===== config.mk =====
export PLATFORM = sky130hd
export DESIGN_NAME = esc_multi_ramp
export DESIGN_NICKNAME = d
export VERILOG_FILES = /design/src/rtl/esc_multi_ramp.sv
export SDC_FILE = /design/constraint.sdc
export NUM_CORES = 1
export LEC_CHECK = 0
export CELL_PAD_IN_SITES_DETAIL_PLACEMENT = 1
export CELL_PAD_IN_SITES_GLOBAL_PLACEMENT = 1
export CORE_MARGIN = 2
export CORE_UTILIZATION = 31
export DETAILED_ROUTE_END_ITERATION = 8
export PLACE_DENSITY_LB_ADDON = 0.3
export SYNTH_ARGS = -nofsm -noshare
export SYNTH_HDL_FRONTEND = slang
export SYNTH_SLANG_ARGS = --single-unit

===== constraint.sdc =====
create_clock -name clk -period 6.65 [get_ports clk]
set_clock_uncertainty 0.1 [all_clocks]
set_input_delay 0.9975 -clock clk [delete_from_list [all_inputs] [get_ports clk]]
set_output_delay 0.9975 -clock clk [all_outputs]
set_load 0.01 [all_outputs]

===== src/rtl/esc_multi_ramp.sv =====
// esc_multi_ramp: N-channel ESC drive stage. Per channel the commanded speed is
// slew-limited once per PWM frame and turned into a pulse of OFFSET + SCALE*speed
// clocks. Arm/off control and a frame-stepped emergency-land ramp-down are included.
// Ports: clk, rst_n (async, active low); spd_tgt (packed per channel); arm/emer_land
// pulses; mtrs_off level; pwm per channel; cur_spd (slewed speed); frame_strt;
// settled; landing; armed.
module esc_multi_ramp #(
  parameter int NUM_CH    = 4,
  parameter int SPD_W     = 11,
  parameter int PERIOD_W  = 20,
  parameter int OFFSET    = 6250,
  parameter int SCALE     = 3,
  parameter int STEP      = 16,
  parameter int EMER_STEP = 64
) (
  input  logic                      clk,
  input  logic                      rst_n,
  input  logic [NUM_CH*SPD_W-1:0]   spd_tgt,
  input  logic                      arm,
  input  logic                      emer_land,
  input  logic                      mtrs_off,
  output logic [NUM_CH-1:0]         pwm,
  output logic [NUM_CH*SPD_W-1:0]   cur_spd,
  output logic                      frame_strt,
  output logic                      settled,
  output logic                      landing,
  output logic                      armed
);

  typedef enum logic [1:0] {S_OFF, S_RUN, S_LAND} state_t;

  localparam logic [SPD_W:0]    STEP_X  = (SPD_W+1)'(STEP);
  localparam logic [SPD_W:0]    EMER_X  = (SPD_W+1)'(EMER_STEP);
  localparam logic [PERIOD_W-1:0] OFF_X = PERIOD_W'(OFFSET);
  localparam logic [PERIOD_W-1:0] SCL_X = PERIOD_W'(SCALE);

  state_t state, state_nxt;
  logic [PERIOD_W-1:0] cnt, cnt_nxt;
  logic frame_edge;

  logic [NUM_CH-1:0][SPD_W-1:0]    tgt, cur, cur_nxt, slewed;
  logic [NUM_CH-1:0][PERIOD_W-1:0] width, width_nxt, width_calc;
  logic [NUM_CH-1:0]               pwm_nxt;
  logic                            all_zero;
  logic                            active_nxt;

  assign tgt        = spd_tgt;
  assign cur_spd    = cur;
  assign cnt_nxt    = cnt + 1'b1;
  // The frame edge is the clock edge on which cnt wraps back to zero.
  assign frame_edge = (cnt == {PERIOD_W{1'b1}});

  // Per-channel slew result, evaluated against the state held during the
  // frame that is ending. Compares are done one bit wider so nothing wraps.
  always_comb begin
    all_zero   = 1'b1;
    slewed     = '0;
    width_calc = '0;
    for (int i = 0; i < NUM_CH; i++) begin
      slewed[i] = '0;
      case (state)
        S_RUN: begin
          if (tgt[i] > cur[i]) begin
            if ({1'b0, cur[i]} + STEP_X >= {1'b0, tgt[i]}) slewed[i] = tgt[i];
            else                                            slewed[i] = cur[i] + STEP_X[SPD_W-1:0];
          end else if (tgt[i] < cur[i]) begin
            if ({1'b0, tgt[i]} + STEP_X >= {1'b0, cur[i]}) slewed[i] = tgt[i];
            else                                            slewed[i] = cur[i] - STEP_X[SPD_W-1:0];
          end else begin
            slewed[i] = cur[i];
          end
        end
        S_LAND: begin
          if ({1'b0, cur[i]} <= EMER_X) slewed[i] = '0;
          else                          slewed[i] = cur[i] - EMER_X[SPD_W-1:0];
        end
        default: slewed[i] = '0;
      endcase
      if (slewed[i] != '0) all_zero = 1'b0;
      width_calc[i] = OFF_X + SCL_X * {{(PERIOD_W-SPD_W){1'b0}}, slewed[i]};
    end
  end

  // State transitions: mtrs_off dominates, then emer_land, then arm.
  always_comb begin
    state_nxt = state;
    if (mtrs_off) begin
      state_nxt = S_OFF;
    end else begin
      case (state)
        S_OFF:   if (arm) state_nxt = S_RUN;
        S_RUN:   if (emer_land) state_nxt = S_LAND;
        S_LAND:  if (frame_edge && all_zero) state_nxt = S_OFF;
        default: state_nxt = S_OFF;
      endcase
    end
  end

  always_comb begin
    cur_nxt    = cur;
    width_nxt  = width;
    pwm_nxt    = '0;
    active_nxt = (state_nxt != S_OFF);
    if (mtrs_off)        cur_nxt = '0;
    else if (frame_edge) cur_nxt = slewed;
    if (frame_edge) width_nxt = width_calc;
    // A pulse may only begin at frame start; after that it is held until
    // cnt reaches the width. Arming mid-frame therefore waits a full frame.
    for (int i = 0; i < NUM_CH; i++) begin
      pwm_nxt[i] = active_nxt && (frame_edge || pwm[i]) && (cnt_nxt < width_nxt[i]);
    end
  end

  always_ff @(posedge clk or negedge rst_n) begin
    if (!rst_n) begin
      state      <= S_OFF;
      cnt        <= '0;
      cur        <= '0;
      width      <= {NUM_CH{OFF_X}};
      pwm        <= '0;
      frame_strt <= 1'b0;
      settled    <= 1'b0;
    end else begin
      state      <= state_nxt;
      cnt        <= cnt_nxt;
      cur        <= cur_nxt;
      width      <= width_nxt;
      pwm        <= pwm_nxt;
      frame_strt <= frame_edge;
      settled    <= (state == S_RUN) && (cur == tgt);
    end
  end

  assign armed   = (state != S_OFF);
  assign landing = (state == S_LAND);

endmodule


==> results.py <==
metrics = {
    "status": {
        "outcome": "finished, violations left",
        "violations": "setup timing",
    },
    "global_route": {
        "grt_pass1_wl_mm": 107,
        "grt_max_degree": 123,
        "grt_pass1_vias": 19200,
        "antenna_found_initial": 0,
        "grt_usage_pct": 24.2,
        "overflow": 0,
    },
    "yosys": {
        "netlist_area_um2": 16900,
        "synthTopCellsByCount": "ha_1, inv_1, nand2_1",
        "ys_types": 91,
        "ys_seq_area_share_pct": 22.7,
        "synth_top_area_share_pct": 22.9,
        "yosysMostFrequentCell": "ha_1",
        "ys_ff_latch": 152,
        "syn-mean-instance-area_um2": 8.10,
        "yosysWarningCount": 0,
        "syn_inst": 2081,
        "async_flop_share_pct": 100,
        "synth_nets": 2443,
        "yosys-top-cells-area": "ha_1, dfrtp_1, inv_1, nand2_1, xnor2_1",
        "yosysTopAreaCell": "ha_1",
        "synth_ff_type": "dfrtp_1",
        "synth_edf_count": 0,
    },
    "cts": {
        "cts.sinks": 152,
        "cts_tree": "done",
        "cts_root_buf": "clkbuf_16",
        "numCtsBuffers": 17,
        "clkTransAtPathRegs_ns": 0.07,
        "max-clock-path-buffers": 2,
        "clock_latency_ns": 0.48,
        "htreeDepth": 4,
    },
    "floorplanning": {
        "initial_core_util_pct": 31.3,
        "die_x_um": 237,
        "core.rowCount": 85,
        "die_y_um": 237,
        "io_pins": 101,
        "core_um2": 53800,
        "dieArea_um2": 56300,
    },
    "final_layout": {
        "fin_area_um2": 25000,
        "drive_above_1_share_pct": 34.8,
        "fillCellCount": 6371,
        "syn_to_final_growth_pct": 48.1,
        "nNetsFinal": 3059,
        "num_antenna_cells": 0,
    },
    "setup_path": {
        "worst-path-buf-inv": 3,
        "crit_start": "spd_tgt[29]",
        "max_stage_delay_ns": 0.38,
        "arrival_ns": 7.50,
        "r2r-end": "pwm[2]",
        "cp_common_cell": "a21oi_2",
        "cp_top_family": "compound AO/OA/AOI/OAI gates",
        "start_kind": "input port",
        "reg2regPathDepth": 40,
        "cp-end-kind": "register",
        "crit_required_ns": 6.96,
        "path_max_fanout": 6,
        "timing.rr.start": "cur_spd[26]",
        "reg2reg_slack_ns": -0.50,
        "crit_type": "input port to register",
        "cp_slowest_cell": "fa_2",
    },
    "power_and_ir_drop": {
        "power.leakage_nw": 12.4,
        "p_int_mw": 1.87,
        "power_density_nw_per_um2": 111,
        "clockPowerShare_pct": 39.7,
        "power.total_mw": 2.76,
        "switching_share_pct": 32.1,
        "irDropWorstVdd_mv": 0.183,
        "p_comb_share_pct": 26.6,
        "p_sw_mw": 0.886,
        "p_seq_share_pct": 33.6,
    },
    "route": {
        "wl_per_cell_um": 20.5,
        "drt_wl_total_mm": 69.8,
        "drt_iter0_drc": 916,
        "drc_errors": 0,
        "dr.pass1.iters": 5,
        "ant_nets": 0,
        "vias_per_cell": 5.29,
        "vias": 18000,
    },
    "sta": {
        "drv_slew": 0,
        "tightest_slew_ns": 1.13,
        "setup_slack_ns": -0.542,
        "final.min_clock_period_ns": 7.19,
        "setup_tns_ns": -1.20,
        "fmax_mhz": 139,
        "rsz0062_at_grt": "true",
        "relSlewSlack_pct": 24.3,
        "period_share_pct": 108,
        "hold_viol": 0,
        "setup_viol": 4,
    },
    "min_path": {
        "min_path_cells": 2,
        "hold_class": "register to register",
        "min-delay-start": "width[77]",
        "min_to": "width[77]",
    },
    "placed_design": {
        "place.gp.congestion": 0.926,
        "dp_hpwl_mm": 53.6,
        "numPortBuffers": 100,
        "placed_area_um2": 22300,
    },
    "flow_run": {
        "maxCapViolations": 0,
    },
}
[how the worst max path moves through the flow]
stage / endpoint / slack [ns] / depth (start not counted)
floorplan: pwm[2] / -0.28 / 38
global route: pwm[2] / -0.86 / 40
CTS: pwm[1] / -0.66 / 40
global placement: pwm[1] / -1.42 / 34
finish: pwm[2] / -0.54 / 41
detailed placement: pwm[2] / -1.75 / 39
[placed cells by master, fill, tap and decap left out, types with 35 or more instances in the layout]
cell and n:
a21oi_1 102, nor2_1 109, a21o_1 48, ha_1 261
nand2_1 224, xnor2_1 78, buf_4 547, inv_1 225
dfrtp_1 123, ha_4 35, nand3_1 48, o21ai_0 36
mux2i_1 38, a21oi_2 43, nand4_1 42, clkdlybuf4s50_1 57
[layer usage]
metal / vias to the layer above / routed length [um] / global-route usage [%]
met5: - / 0 / 0
met3: 95 / 1880 / 2.49
met1: 9036 / 32800 / 32.7
li1: 8579 / - / -
met2: 319 / 33500 / 41.6
met4: 0 / 1640 / 5.77
[state kept, by name, summed over array words and instances (netlist names)]
signal      count
frame_strt      1
width          80
cur_spd        44
settled         1
cnt            20
state           2
pwm             4
[cell families (layout without fill, tap and decap cells)]
logic type                 after synthesis  count (layout)  synth area share [%]
AOI/OAI and AO/OA                      503             503                  19.8
xor gates and xnor gates               109             109                  5.66
adders and majority gates              313             313                  23.4
buffers and inverters                  325             954                  7.39
DFF                                    152             152                  22.7
muxes                                   53              53                  3.24
and+or+nand+nor                        626             626                  17.7
[worst reg2reg max path: cells and delay by family (launching register included)]
kind | cells | cell delay [ns]
AOI/OAI and AO/OA | 22 | 3.86
adders and majority gates | 4 | 1.14
and+or+nand+nor | 9 | 0.97
muxes | 1 | 0.13
xor gates and xnor gates | 1 | 0.14
DFF | 1 | 0.45
buffers and inverters | 3 | 0.27
[final cells by class]
cell class                      instances  area [um2]  share of cell area, %
Inverter                              260         985                   3.95
Clock buffer                           18         439                   1.76
Tap cell                              696         871                   3.49
Timing Repair Buffer                  662        5260                   21.1
Multi-Input combinational cell       1604       13400                   53.6
Clock inverter                         14         195                  0.782
Sequential cell                       152        3840                   15.4
[through the flow]
step           utilization (%)  hold WS [ns]  setup WS, ns  std cells
6_report                  46.4         0.366        -0.542       3406
5_1_grt                   46.4         0.393        -0.865       3406
4_1_cts                   44.2         0.370        -0.664       3364
3_5_place_dp              41.5         0.353         -1.75       3288
3_3_place_gp              41.5         0.344         -1.42       3288
2_1_floorplan                -         0.333        -0.282       2081
[power groups by stage]
stage	Clock, mW	Sequential [mW]	Combinational [mW]
finish	1.10	0.928	0.735
global route	1.15	0.928	0.795
CTS	1.12	0.928	0.679
detailed placement	0	0.945	0.647
global placement	0	0.945	0.628
floorplan	0	0.945	0.310
[what timing repair did]
item                       CTS  global route
setup buffers               44            43
hold buffers                 0             0
pin swaps                  118           189
setup endpoints to repair    4             4
resized for setup          173           235
Power figures use the tool's default switching activity.
